## src/rtl/multi_pattern_sequencer.sv

```systemverilog
`default_nettype none
// +--------------------------------------------------------------------------+
// | multi_pattern_sequencer                                                  |
// | N-channel order/pattern sequencer sharing one sync ROM (round-robin).    |
// | Optional build macro: PATSEQ_OVERRUN_EN (sticky dropped-strobe flags).   |
// | Revision: 1.0                                                            |
// +--------------------------------------------------------------------------+
module multi_pattern_sequencer #(
  parameter int NUM_CH     = 4,
  parameter int ADDR_W     = 8,
  parameter int ORDER_BASE = 0,
  parameter int ORDER_LEN  = 2
) (
  input  logic                  i_clk,
  input  logic                  i_rst,
  input  logic [NUM_CH-1:0]     i_note_stb,
  output logic [NUM_CH-1:0]     o_note_valid,
  output logic [6*NUM_CH-1:0]   o_note_pitch,
  output logic [5*NUM_CH-1:0]   o_note_len,
  output logic [4*NUM_CH-1:0]   o_note_instrument,
  output logic [ADDR_W-1:0]     o_rom_addr,
  input  logic [15:0]           i_rom_data
`ifdef PATSEQ_OVERRUN_EN
  ,
  output logic [NUM_CH-1:0]     o_overrun
`endif
);

  localparam int CH_W = (NUM_CH > 1) ? $clog2(NUM_CH) : 1;
  localparam int OI_W = (ORDER_LEN > 1) ? $clog2(ORDER_LEN) : 1;

  typedef enum logic [2:0] {
    S_IDLE     = 3'd0,
    S_ORD_ADDR = 3'd1,
    S_ORD_DATA = 3'd2,
    S_PAT_ADDR = 3'd3,
    S_PAT_DATA = 3'd4,
    S_NOTE     = 3'd5
  } state_t;

  state_t state, state_nxt;

  logic [NUM_CH-1:0] pending, halted, in_pat;
  logic [OI_W-1:0]   order_idx [NUM_CH];
  logic [ADDR_W-1:0] pat_addr  [NUM_CH];
  logic [7:0]        pat_len   [NUM_CH];
  logic [7:0]        pat_cnt   [NUM_CH];
  logic [5:0]        pitch     [NUM_CH];
  logic [4:0]        len       [NUM_CH];
  logic [3:0]        instr     [NUM_CH];

  logic [CH_W-1:0]   grant, last_grant, arb_ch, cand;
  logic              arb_found;
  logic [ADDR_W-1:0] ord_addr;

  // Rotating search starting just after the previous grant.
  always_comb begin
    arb_found = 1'b0;
    arb_ch    = '0;
    cand      = last_grant;
    for (int i = 0; i < NUM_CH; i++) begin
      cand = (int'(cand) == NUM_CH - 1) ? '0 : cand + 1'b1;
      if (!arb_found && pending[cand]) begin
        arb_found = 1'b1;
        arb_ch    = cand;
      end
    end
  end

  assign ord_addr = ADDR_W'(ORDER_BASE + int'(grant) * ORDER_LEN + int'(order_idx[grant]));

  always_ff @(posedge i_clk) begin
    if (i_rst) state <= S_IDLE;
    else       state <= state_nxt;
  end

  always_comb begin
    state_nxt    = state;
    o_rom_addr   = '0;
    o_note_valid = '0;
    unique case (state)
      S_IDLE:
        if (arb_found) state_nxt = in_pat[arb_ch] ? S_PAT_ADDR : S_ORD_ADDR;
      S_ORD_ADDR: begin
        o_rom_addr = ord_addr;
        state_nxt  = S_ORD_DATA;
      end
      S_ORD_DATA:
        if (i_rom_data[15:8] == 8'd0)
          state_nxt = (order_idx[grant] == '0) ? S_IDLE : S_ORD_ADDR;
        else
          state_nxt = S_PAT_ADDR;
      S_PAT_ADDR: begin
        o_rom_addr = pat_addr[grant];
        state_nxt  = S_PAT_DATA;
      end
      S_PAT_DATA: state_nxt = S_NOTE;
      S_NOTE: begin
        o_note_valid[grant] = 1'b1;
        state_nxt           = S_IDLE;
      end
      default: state_nxt = S_IDLE;
    endcase
  end

  always_ff @(posedge i_clk) begin
    if (i_rst) begin
      pending    <= '0;
      halted     <= '0;
      in_pat     <= '0;
      grant      <= '0;
      last_grant <= CH_W'(NUM_CH - 1);
      for (int c = 0; c < NUM_CH; c++) begin
        order_idx[c] <= '0;
        pat_addr[c]  <= '0;
        pat_len[c]   <= '0;
        pat_cnt[c]   <= '0;
        pitch[c]     <= '0;
        len[c]       <= '0;
        instr[c]     <= '0;
      end
    end else begin
      for (int c = 0; c < NUM_CH; c++)
        if (i_note_stb[c] && !halted[c] && !pending[c]) pending[c] <= 1'b1;
      unique case (state)
        S_IDLE:
          if (arb_found) begin
            grant           <= arb_ch;
            last_grant      <= arb_ch;
            pending[arb_ch] <= 1'b0;
          end
        S_ORD_DATA:
          if (i_rom_data[15:8] == 8'd0) begin
            // An empty first entry means the channel has nothing to play.
            if (order_idx[grant] == '0) halted[grant]    <= 1'b1;
            else                        order_idx[grant] <= '0;
          end else begin
            pat_addr[grant] <= ADDR_W'(i_rom_data[7:0]);
            pat_len[grant]  <= i_rom_data[15:8];
            pat_cnt[grant]  <= 8'd1;
            in_pat[grant]   <= 1'b1;
          end
        S_PAT_DATA: begin
          pitch[grant] <= i_rom_data[5:0];
          len[grant]   <= i_rom_data[10:6];
          instr[grant] <= i_rom_data[14:11];
        end
        S_NOTE:
          if (pat_cnt[grant] < pat_len[grant]) begin
            pat_addr[grant] <= pat_addr[grant] + 1'b1;
            pat_cnt[grant]  <= pat_cnt[grant] + 8'd1;
          end else begin
            in_pat[grant]    <= 1'b0;
            order_idx[grant] <= (int'(order_idx[grant]) == ORDER_LEN - 1) ?
                                '0 : order_idx[grant] + 1'b1;
          end
        default: ;
      endcase
    end
  end

  for (genvar c = 0; c < NUM_CH; c++) begin : g_note_out
    assign o_note_pitch[6*c +: 6]      = pitch[c];
    assign o_note_len[5*c +: 5]        = len[c];
    assign o_note_instrument[4*c +: 4] = instr[c];
  end

`ifdef PATSEQ_OVERRUN_EN
  logic [NUM_CH-1:0] overrun;
  logic              busy;

  assign busy = (state == S_ORD_ADDR) || (state == S_ORD_DATA) ||
                (state == S_PAT_ADDR) || (state == S_PAT_DATA);

  always_ff @(posedge i_clk) begin
    if (i_rst) begin
      overrun <= '0;
    end else begin
      for (int c = 0; c < NUM_CH; c++)
        if (i_note_stb[c] && (pending[c] || (busy && grant == CH_W'(c))))
          overrun[c] <= 1'b1;
    end
  end

  assign o_overrun = overrun;
`endif

endmodule
`default_nettype wire

```

## config.mk

```make
export PLATFORM = sky130hd
export DESIGN_NAME = multi_pattern_sequencer
export DESIGN_NICKNAME = d
export VERILOG_FILES = /design/src/rtl/multi_pattern_sequencer.sv
export SDC_FILE = /design/constraint.sdc
export NUM_CORES = 1
export LEC_CHECK = 0
export ABC_AREA = 1
export BUFFER_PORTS_ARGS = -buffer_cell sky130_fd_sc_hd__buf_2
export CAP_MARGIN = 20
export CORE_MARGIN = 5
export CORE_UTILIZATION = 50
export DETAILED_ROUTE_END_ITERATION = 6
export PLACE_DENSITY = 0.77
export SYNTH_ARGS = -nofsm -noshare
export SYNTH_HDL_FRONTEND = slang
export SYNTH_SLANG_ARGS = --single-unit
```

## constraint.sdc

```tcl
create_clock -name i_clk -period 7.8 [get_ports i_clk]
set_clock_uncertainty 0.2 [all_clocks]
set_input_delay 0.39 -clock i_clk [delete_from_list [all_inputs] [get_ports i_clk]]
set_output_delay 0.39 -clock i_clk [all_outputs]
set_load 0.03 [all_outputs]
```

==> results.toml, run 1 <==
[sta]
unrepaired_setup_endpoints_after_global_routing = "no"
achievable-frequency_mhz = 199
final.min_clock_period_ns = 5.03
report.final.setup_viol = 0
timing.final.max_slew_violations = 0
tightest_slew_ns = 0.805
timing.final.ws_setup_ns = 2.77
timing.setup.tns_ns = 0
hold_viol_final = 0
timing.max_slew.rel_slack_pct = 46.2
final_min_period_over_clock_period_pct = 64.5

[synthesis]
synth_top_area_share_pct = 56.0
ys_ff_latch = 181
synth_fp_nets = 930
synth_area_leader_cell = "sky130_fd_sc_hd__edfxtp_1"
synth-async-reset-ratio_pct = 0
synth.distinct_cells = 42
yosys_most_used_dff = "sky130_fd_sc_hd__edfxtp_1"
seq_area_frac_synth_pct = 60.9
synth-warning-count = 0
yosys-top-cells-area = "sky130_fd_sc_hd__edfxtp_1, sky130_fd_sc_hd__nand2_1, sky130_fd_sc_hd__nor2_1, sky130_fd_sc_hd__dfxtp_1, sky130_fd_sc_hd__inv_1"
synth_area_per_cell_um2 = 9.56
synth.most_common_cell = "sky130_fd_sc_hd__nand2_1"
synth.cells.most_frequent = "sky130_fd_sc_hd__nand2_1, sky130_fd_sc_hd__nor2_1, sky130_fd_sc_hd__edfxtp_1"
synth_edf_count = 160
syn-cell-area_um2 = 8580
post_synth_inst_count = 898

[critical_path]
path_buf_inv = 2
worst-endpoint-required_ns = 7.67
critPathTopFamily = "simple AND/OR/NAND/NOR gates"
crit_path_start_kind = "register"
worstPathCellList = "buf_4 -> inv_2 -> o21ai_0 -> o22ai_2 -> ha_1 -> a21oi_1 -> nor2_1 -> a211oi_1 -> nand4_2 -> nand2_4 -> nand3_2 -> nand2_1"
worst-path-max-fanout = 52
timing.critical_path.to_type = "register"
timing.critical_path.arrival_ns = 4.90
critical_path.max_stage_delay_ns = 0.62
critical-path-slowest-cell = "sky130_fd_sc_hd__nand4_2"
worstSetupPathType = "reg2reg"

[floorplan]
fp.dieW_um = 141
coreArea_um2 = 17100
core.rowCount = 48
start_util_pct = 50.3
floorplan.die.height_um = 141
io_pins = 94
floorplan.die_area_um2 = 19900

[detailed_routing]
via_count = 6574
drt.antenna.violating_nets = 0
drt_pre_antenna_iters = 5
post_drt_via_cell_ratio = 5.41
route.final.wire_length_mm = 20.6
drcViolationCount = 0
first_iter_violations = 657
avgRoutedWirePerCell_um = 17.0

[global_route]
grt-ovfl-total = 0
globalRouteTotalUtil_pct = 21.4
grt_first_pass_wirelength_mm = 33.2
antenna_found_initial = 0
first_global_vias = 6357
grt_max_degree = 53

[power_and_ir_drop]
reported_leakage_power_nw = 4.29
pwr_density_cell_nw_per_um2 = 287
comb_power_share_pct = 27.2
p_seq_share_pct = 43.4
power_report.internal_total_mw = 1.81
max-vdd-ir-drop_mv = 0.190
clock_power_share_pct = 29.4
netSwitchingPower_mw = 0.968
power.switching_fraction_pct = 34.8

[job]
max_cap_violations = 0

[layout]
postLayoutCoreUtil_pct = 56.8
final_layout_size_suffix_gt1_share_pct = 15.8
insertedDiodeCount = 0
areaGrowthSynthToFinish_pct = 12.8
layout_net_count = 1010

[clock_tree]
cts.reportedPaths.clkPinSlew_ns = 0.07
cts.repair_timing.setup_buffer_count = 0
cts-hold-fix-buffers = 0
clk_path_buf_depth = 2
cts_resized = 0
number_of_clock_buffers_inserted_by_tritoncts = 17
tritoncts = "yes"
clock_tree.htree_level_count = 4
cts.sinks = 181
cts_root_buf = "sky130_fd_sc_hd__clkbuf_16"
worst_skew_pair_latency_ns = 0.43

[status]
outcome = "finished clean"

[placed_design]
hpwl_mm = 14.6
gp_congestion = 0.940
dp_slack_ns = 2.90
placement.io_buffers = 93

[worst_hold_path]
hold_class = "in2reg"
==> flip-flops by register name, indices dropped and copies added (netlist names), named ones only <==
register,cells
len,20
pat_len,32
pat_addr,32
grant,2
halted,4
order_idx,4
instr,16
last_grant,2
pat_cnt,32
pending,4
state,3
pitch,24
==> through the flow <==
stage               hold slack (ns)  instances  instance area (µm²)  power [mW]
finish                       0.0861       1215                 9680        2.78
detailed placement            0.251       1183                 9130        1.98
global placement              0.246       1183                 9130        1.96
floorplan                     0.233        898                 8580        1.80
global route                 0.0799       1215                 9680        2.95
CTS                          0.0765       1214                 9680        2.78
==> layout make-up <==
cell class / instances / area (µm²)
fill: 1455 / 7370
sequential: 181 / 5230
multi-input combinational: 576 / 2730
timing repair buffer: 98 / 500
clock buffer: 18 / 429
inverter: 104 / 390
tap: 225 / 282
clock inverter: 13 / 123
==> routing by layer <==
metal	global-route usage, %	routed length (µm)
met5	0	0
met4	8.11	676
met3	4.82	1610
met2	34.9	9870
met1	28.3	8450
==> path summary, 6_finish.rpt <==
path | from | to | slack [ns] | depth (start not counted)
worst max-delay path | register | pat_cnt[2][1]$_SDFFCE_PN0P_ | 2.77 | 12
worst min-delay path | i_note_stb[3] | pending[3]$_SDFF_PP0_ | 0.09 | 3
worst max register to register | register | pat_cnt[2][1]$_SDFFCE_PN0P_ | 2.77 | 12
worst min register to register | halted[0]$_SDFFE_PP0P_ | halted[0]$_SDFFE_PP0P_ | 0.26 | 2
==> kinds of logic (layout without fill, tap and decap cells) <==
family	count (synthesis)	in the layout	share of synthesized area, %
AOI/OAI and AO/OA	91	91	6.52
buffers and inverters	141	233	7.25
adders and majority gates	10	10	1.46
xor gates and xnor gates	8	8	0.904
and+or+nand+nor	467	467	23.0
DFF	181	181	60.9
==> cells in the final DEF (no fill, tap or decap), types with 3 or more instances in the layout <==
| cell | count |
|---|---|
| sky130_fd_sc_hd__nand3_2 | 3 |
| sky130_fd_sc_hd__o21ai_1 | 11 |
| sky130_fd_sc_hd__o22ai_1 | 4 |
| sky130_fd_sc_hd__clkinv_1 | 7 |
| sky130_fd_sc_hd__nor3_1 | 18 |
| sky130_fd_sc_hd__xor2_1 | 7 |
| sky130_fd_sc_hd__clkbuf_16 | 17 |
| sky130_fd_sc_hd__inv_6 | 6 |
| sky130_fd_sc_hd__nand2_1 | 194 |
| sky130_fd_sc_hd__nand3_1 | 42 |
| sky130_fd_sc_hd__inv_1 | 92 |
| sky130_fd_sc_hd__edfxtp_1 | 160 |
| sky130_fd_sc_hd__ha_1 | 10 |
| sky130_fd_sc_hd__buf_4 | 4 |
| sky130_fd_sc_hd__inv_2 | 7 |
| sky130_fd_sc_hd__dfxtp_1 | 21 |
| sky130_fd_sc_hd__nor2_1 | 177 |
| sky130_fd_sc_hd__a21oi_1 | 30 |
| sky130_fd_sc_hd__o21ai_0 | 23 |
| sky130_fd_sc_hd__a32o_1 | 7 |
| sky130_fd_sc_hd__nand4_1 | 20 |
| sky130_fd_sc_hd__nor3_2 | 3 |
| sky130_fd_sc_hd__o21ai_2 | 4 |
| sky130_fd_sc_hd__buf_2 | 94 |
==> worst register-to-register path, cell delays in order (launching register included) <==
cell	delay, ns
sky130_fd_sc_hd__dfxtp_1	0.32
sky130_fd_sc_hd__buf_4	0.43
sky130_fd_sc_hd__inv_2	0.47
sky130_fd_sc_hd__o21ai_0	0.38
sky130_fd_sc_hd__o22ai_2	0.15
sky130_fd_sc_hd__ha_1	0.34
sky130_fd_sc_hd__a21oi_1	0.16
sky130_fd_sc_hd__nor2_1	0.06
sky130_fd_sc_hd__a211oi_1	0.28
sky130_fd_sc_hd__nand4_2	0.62
sky130_fd_sc_hd__nand2_4	0.44
sky130_fd_sc_hd__nand3_2	0.25
sky130_fd_sc_hd__nand2_1	0.58
==> power by group through the flow <==
stage	Sequential (mW)	Clock [mW]	Combinational (mW)
2_1_floorplan	1.24	0	0.561
3_3_place_gp	1.23	0	0.733
3_5_place_dp	1.23	0	0.750
4_1_cts	1.21	0.823	0.754
5_1_grt	1.22	0.862	0.867
6_report	1.21	0.816	0.756
Note: power is estimated with default switching activity, not from simulation.
==> run 2, diff against run 1 <==
clock period = 5 ns   (was 7.8 ns; I/O delays follow)
==> run 2 against run 1 <==
Against the previous run:
- fmax grew 24%
- largest cell class unchanged
- register-to-register slack lost 1.8 ns
- sequential power grew 55%
- non-clock buffer count grew 16
- routed wire length grew 0.95%
- die area is the same
- global-route usage is essentially flat
- hold slack lost 0.049 ns
==> results.toml, run 2 (synthesis results as in run 1) <==
[floorplan]
floorplan.die_area_um2 = 19900
io_pins = 94
core.rowCount = 48
start_util_pct = 50.3
floorplan.die.height_um = 141
coreArea_um2 = 17100
fp.dieW_um = 141

[detailed_routing]
avgRoutedWirePerCell_um = 16.9
drt_pre_antenna_iters = 5
first_iter_violations = 689
drt.antenna.violating_nets = 0
via_count = 6793
route.final.wire_length_mm = 20.8
post_drt_via_cell_ratio = 5.51
drcViolationCount = 0

[layout]
layout_top_registers = "pat_addr (32), pat_cnt (32), pat_len (32)"
final_layout_size_suffix_gt1_share_pct = 16.5
area_occupied_by_multi_input_gates_um2 = 2730
layout_net_count = 1026
sequential_cell_area_um2 = 5230
mostFrequentLayoutCells = "sky130_fd_sc_hd__nand2_1, sky130_fd_sc_hd__nor2_1, sky130_fd_sc_hd__edfxtp_1"
filler_cell_count = 1455
insertedDiodeCount = 0
layoutNonFillerInstCount = 1232
areaGrowthSynthToFinish_pct = 14.9
postLayoutCellArea_um2 = 9860
layout_commonest_cell = "sky130_fd_sc_hd__nand2_1"

[clock_tree]
clock_tree.htree_level_count = 4
tritoncts = "yes"
number_of_clock_buffers_inserted_by_tritoncts = 17
clk_path_buf_depth = 2
cts.repair_timing.setup_buffer_count = 0
cts.sinks = 181
cts_root_buf = "sky130_fd_sc_hd__clkbuf_16"
cts.reportedPaths.clkPinSlew_ns = 0.07
cts_resized = 0
worst_skew_pair_latency_ns = 0.44

[global_route]
grt-ovfl-total = 0
grt_first_pass_wirelength_mm = 33.3
antenna_found_initial = 0
first_global_vias = 6360
globalRouteTotalUtil_pct = 21.5
grt_max_degree = 52

[power_and_ir_drop]
reported_leakage_power_nw = 4.38
totalPowerFinal_mw = 4.39
pwr_density_cell_nw_per_um2 = 445
max-vdd-ir-drop_mv = 0.453

[critical_path]
worst-endpoint-required_ns = 4.86
worst-r2r-setup-slack_ns = 0.96
worstSetupPathType = "reg2reg"
timing.critical_path.arrival_ns = 3.90
timing.critical_path.to_type = "register"
ff_to_ff_end = "pat_addr[1][0]$_SDFFCE_PN0P_"
worst-path-max-fanout = 34
crit_path_start_kind = "register"
reg2reg_path_depth = 12

[sta]
timing.final.max_slew_violations = 0
hold_viol_final = 0
timing.setup.tns_ns = 0
whs_ns = 0.0367
final.min_clock_period_ns = 4.04
report.final.setup_viol = 0
final_min_period_over_clock_period_pct = 80.8
timing.max_slew.rel_slack_pct = 44.5
unrepaired_setup_endpoints_after_global_routing = "no"
tightest_slew_ns = 0.831
achievable-frequency_mhz = 247

[placed_design]
gp_congestion = 0.874
placed_instance_area_um2 = 9180
hpwl_mm = 14.6
placement.io_buffers = 93
place.detailed.instances = 1191

[job]
max_cap_violations = 0

[worst_hold_path]
worstHoldPathCells = 3
min_to = "pitch[3][1]$_DFFE_PP_"
hold_class = "in2reg"
beginning_of_the_worst_hold_path = "i_rom_data[1]"

[status]
outcome = "finished clean"
[run 2: repair_timing]
| item | in CTS | in global routing |
|---|---|---|
| setup endpoints to repair | 0 | 0 |
| endpoints found under the hold margin | 20 | 0 |
| hold buffers | 9 | 0 |
[run 2: power by group]
group          switching [mW]  total, mW  internal (mW)  leakage (nW)
sequential             0.0779       1.88           1.81          1.83
clock                   0.637       1.31          0.669         0.282
combinational           0.857       1.20          0.343          2.27
total                    1.57       4.39           2.82          4.38
[run 2: through the flow]
step	worst slack [ns]	util [%]
floorplan	1.28	-
global route	0.609	57.8
CTS	0.998	57.8
finish	0.958	57.8
global placement	1.16	53.8
detailed placement	1.02	53.8
[run 2: layer usage]
layer / GRT usage [%] / up-vias / routed length (µm)
met5: 0 / - / 0
met4: 8.98 / 0 / 566
met3: 4.21 / 50 / 1740
met2: 34.1 / 362 / 10000
met1: 29.0 / 3195 / 8470
li1: - / 3186 / -
[run 2: cell type report]
type	instances	area share [%]
inverters	104	3.96
flip-flops and latches	181	53.0
multi-input cells	576	27.7
repair buffers	114	6.52
well taps	225	2.85
clock inverters	14	1.61
clock buffers	18	4.35
[run 2: worst max path at each step]
stage / from / to / slack (ns)
2_1_floorplan: register / pat_addr[1][0]$_SDFFCE_PN0P_ / 1.28
3_3_place_gp: register / pat_cnt[1][6]$_SDFFCE_PN0P_ / 1.16
3_5_place_dp: register / pat_addr[2][4]$_SDFFCE_PN0P_ / 1.02
4_1_cts: register / pat_addr[2][5]$_SDFFCE_PN0P_ / 1.0
5_1_grt: register / pat_addr[2][0]$_SDFFCE_PN0P_ / 0.61
6_report: register / pat_addr[1][0]$_SDFFCE_PN0P_ / 0.96
[run 2: critical path, stage by stage (launching register included)]
cell and delay, ns:
sky130_fd_sc_hd__dfxtp_1 0.32, sky130_fd_sc_hd__inv_2 0.19, sky130_fd_sc_hd__buf_4 0.39, sky130_fd_sc_hd__o21ai_0 0.15, sky130_fd_sc_hd__o22ai_2 0.20, sky130_fd_sc_hd__ha_1 0.29
sky130_fd_sc_hd__a21oi_1 0.15, sky130_fd_sc_hd__nor2_1 0.05, sky130_fd_sc_hd__a211oi_1 0.30, sky130_fd_sc_hd__nand4_2 0.20, sky130_fd_sc_hd__nand2_4 0.22, sky130_fd_sc_hd__nand3_2 0.26
sky130_fd_sc_hd__nand2_1 0.72
==> run 3, diff against run 2 <==
clock period = 3.8 ns   (was 5 ns; I/O delays follow)
==> run 3 against run 2 <==
Against the previous run:
- sequential share of layout area fell by 1.2 points
- first-iteration DRC count rose by 3.5%
- routed wire length rose by 3.3%
- flip-flop and latch count did not move
- final cell count rose by 1.7%
- die area did not move
- clock power rose by 37%
- combinational power rose by 37%
- critical path depth did not move
- non-clock buffer count rose by 21
- register-to-register slack got worse by 0.68 ns
==> results.toml, run 3 (synthesis results as in run 1) <==
[detailed_routing]
dr_wl_met2_mm = 10.5
drcViolationCount = 0
routedLengthMet1_mm = 8.66
drt.antenna.violating_nets = 0
post_drt_via_cell_ratio = 5.45
wl_met3_mm = 1.86
routed.top_layer = "met4"
drt_pre_antenna_iters = 5
avgRoutedWirePerCell_um = 17.1
first_iter_violations = 713
via_count = 6828
route.final.wire_length_mm = 21.5

[clock_tree]
cts.sinks = 181
clk_path_buf_depth = 2
clock_tree.htree_level_count = 4
number_of_clock_buffers_inserted_by_tritoncts = 17
worst_skew_pair_latency_ns = 0.44
cts_root_buf = "sky130_fd_sc_hd__clkbuf_16"
tritoncts = "yes"
cts.reportedPaths.clkPinSlew_ns = 0.07
cts.repair_timing.setup_buffer_count = 0

[layout]
layout_net_count = 1047
final_layout_size_suffix_gt1_share_pct = 17.6
insertedDiodeCount = 0
postLayoutCoreUtil_pct = 59.1
areaGrowthSynthToFinish_pct = 17.6
mostFrequentLayoutCells = "sky130_fd_sc_hd__nand2_1, sky130_fd_sc_hd__nor2_1, sky130_fd_sc_hd__edfxtp_1"
layout_commonest_cell = "sky130_fd_sc_hd__nand2_1"
layout_top_registers = "pat_addr (32), pat_cnt (32), pat_len (32)"

[power_and_ir_drop]
p_seq_share_pct = 41.8
clock_power_share_pct = 30.4
max-vdd-ir-drop_mv = 0.539
power.switching_fraction_pct = 35.5
comb_power_share_pct = 27.8
netSwitchingPower_mw = 2.10
pwr_density_cell_nw_per_um2 = 586
totalPowerFinal_mw = 5.91
reported_leakage_power_nw = 4.49
power_report.internal_total_mw = 3.82

[floorplan]
floorplan.die.height_um = 141
coreArea_um2 = 17100
start_util_pct = 50.3
fp.dieW_um = 141
core.rowCount = 48
floorplan.die_area_um2 = 19900
io_pins = 94

[global_route]
grt_max_degree = 37
grt_first_pass_wirelength_mm = 34.4
grt-ovfl-total = 0
antenna_found_initial = 0
globalRouteTotalUtil_pct = 22.1
first_global_vias = 6680

[sta]
report.final.setup_viol = 0
tightest_slew_ns = 0.855
timing.setup.tns_ns = 0
final.min_clock_period_ns = 3.53
achievable-frequency_mhz = 284
whs_ns = 0.0251
unrepaired_setup_endpoints_after_global_routing = "no"
hold_viol_final = 0
timing.max_slew.rel_slack_pct = 42.9
final_min_period_over_clock_period_pct = 92.8
timing.final.max_slew_violations = 0

[critical_path]
reg2reg_path_depth = 12
worst-path-max-fanout = 36
worstSetupPathType = "reg2reg"
crit_path_start_kind = "register"
timing.critical_path.to_type = "register"
timing.critical_path.arrival_ns = 3.47
worst-endpoint-required_ns = 3.75

[status]
outcome = "finished clean"

[worst_hold_path]
worstHoldPathCells = 3
hold_class = "in2reg"

[placed_design]
gp_congestion = 0.899
hpwl_mm = 14.9
placement.io_buffers = 93

[job]
max_cap_violations = 0
[run 3: changes by cell type in the layout (fill, tap and decap cells not counted)]
| cell | delta |
|---|---|
| sky130_fd_sc_hd__dlygate4sd3_1 | +7 |
| sky130_fd_sc_hd__bufinv_16 | +1 |
| sky130_fd_sc_hd__clkinv_4 | -2 |
| sky130_fd_sc_hd__buf_2 | -1 |
| sky130_fd_sc_hd__clkinv_8 | -1 |
| sky130_fd_sc_hd__clkbuf_1 | -1 |
| sky130_fd_sc_hd__clkinvlp_4 | +1 |
| sky130_fd_sc_hd__inv_8 | +2 |
| sky130_fd_sc_hd__buf_12 | +2 |
| sky130_fd_sc_hd__buf_4 | +13 |
[run 3: critical path, stage by stage (launching register included)]
cell and delay (ns):
sky130_fd_sc_hd__dfxtp_1 0.34, sky130_fd_sc_hd__buf_4 0.35, sky130_fd_sc_hd__o21ai_0 0.15, sky130_fd_sc_hd__o22ai_1 0.33
sky130_fd_sc_hd__ha_1 0.31, sky130_fd_sc_hd__nand2_1 0.09, sky130_fd_sc_hd__nor2_1 0.05, sky130_fd_sc_hd__a211oi_1 0.31
sky130_fd_sc_hd__nand4_2 0.23, sky130_fd_sc_hd__nand2_4 0.22, sky130_fd_sc_hd__nand3_2 0.25, sky130_fd_sc_hd__nand2_1 0.17
sky130_fd_sc_hd__buf_4 0.21
[run 3: what timing repair did]
item,in CTS,in global routing
hold buffers,16,0
hold endpoints to repair,37,0
resized for setup,0,0
[run 3: power groups by stage]
| stage | Sequential [mW] | Clock (mW) | Combinational (mW) |
|---|---|---|---|
| final | 2.47 | 1.80 | 1.64 |
| after global routing | 2.49 | 1.89 | 1.83 |
| after CTS | 2.47 | 1.81 | 1.63 |
| after detailed placement | 2.51 | 0 | 1.59 |
| after global placement | 2.51 | 0 | 1.56 |
| after floorplan | 2.54 | 0 | 1.15 |
[run 3: final cells by class]
type / count / area (µm²)
inverters: 104 / 390
flip-flops and latches: 181 / 5230
multi-input cells: 576 / 2730
clock buffers: 17 / 425
fillers: 1397 / 6970
clock inverters: 15 / 185
well taps: 225 / 282
repair buffers: 135 / 846
[run 3: path summary, 6_finish.rpt]
check	endpoint	slack (ns)	startpoint
setup / recovery	pat_addr[2][3]$_SDFFCE_PN0P_	0.27	register
hold / removal	instr[1][1]$_SDFFCE_PN0P_	0.03	i_rom_data[12]
setup reg to reg	pat_addr[2][3]$_SDFFCE_PN0P_	0.27	register
hold reg to reg	halted[0]$_SDFFE_PP0P_	0.26	halted[0]$_SDFFE_PP0P_
[run 3: per-layer routing]
layer  up-vias  track usage, %
met3        44            4.95
met5         -               0
met1      3204            28.4
li1       3239               -
met2       341            37.2
met4         0            7.45
[run 3: metrics by stage]
stage               instances  area [µm²]  setup WS [ns]
floorplan                 898        8580         0.0829
global placement         1205        9320          0.476
detailed placement       1205        9320          0.372
CTS                      1253       10100          0.339
global route             1253       10100         0.0183
finish                   1253       10100          0.275
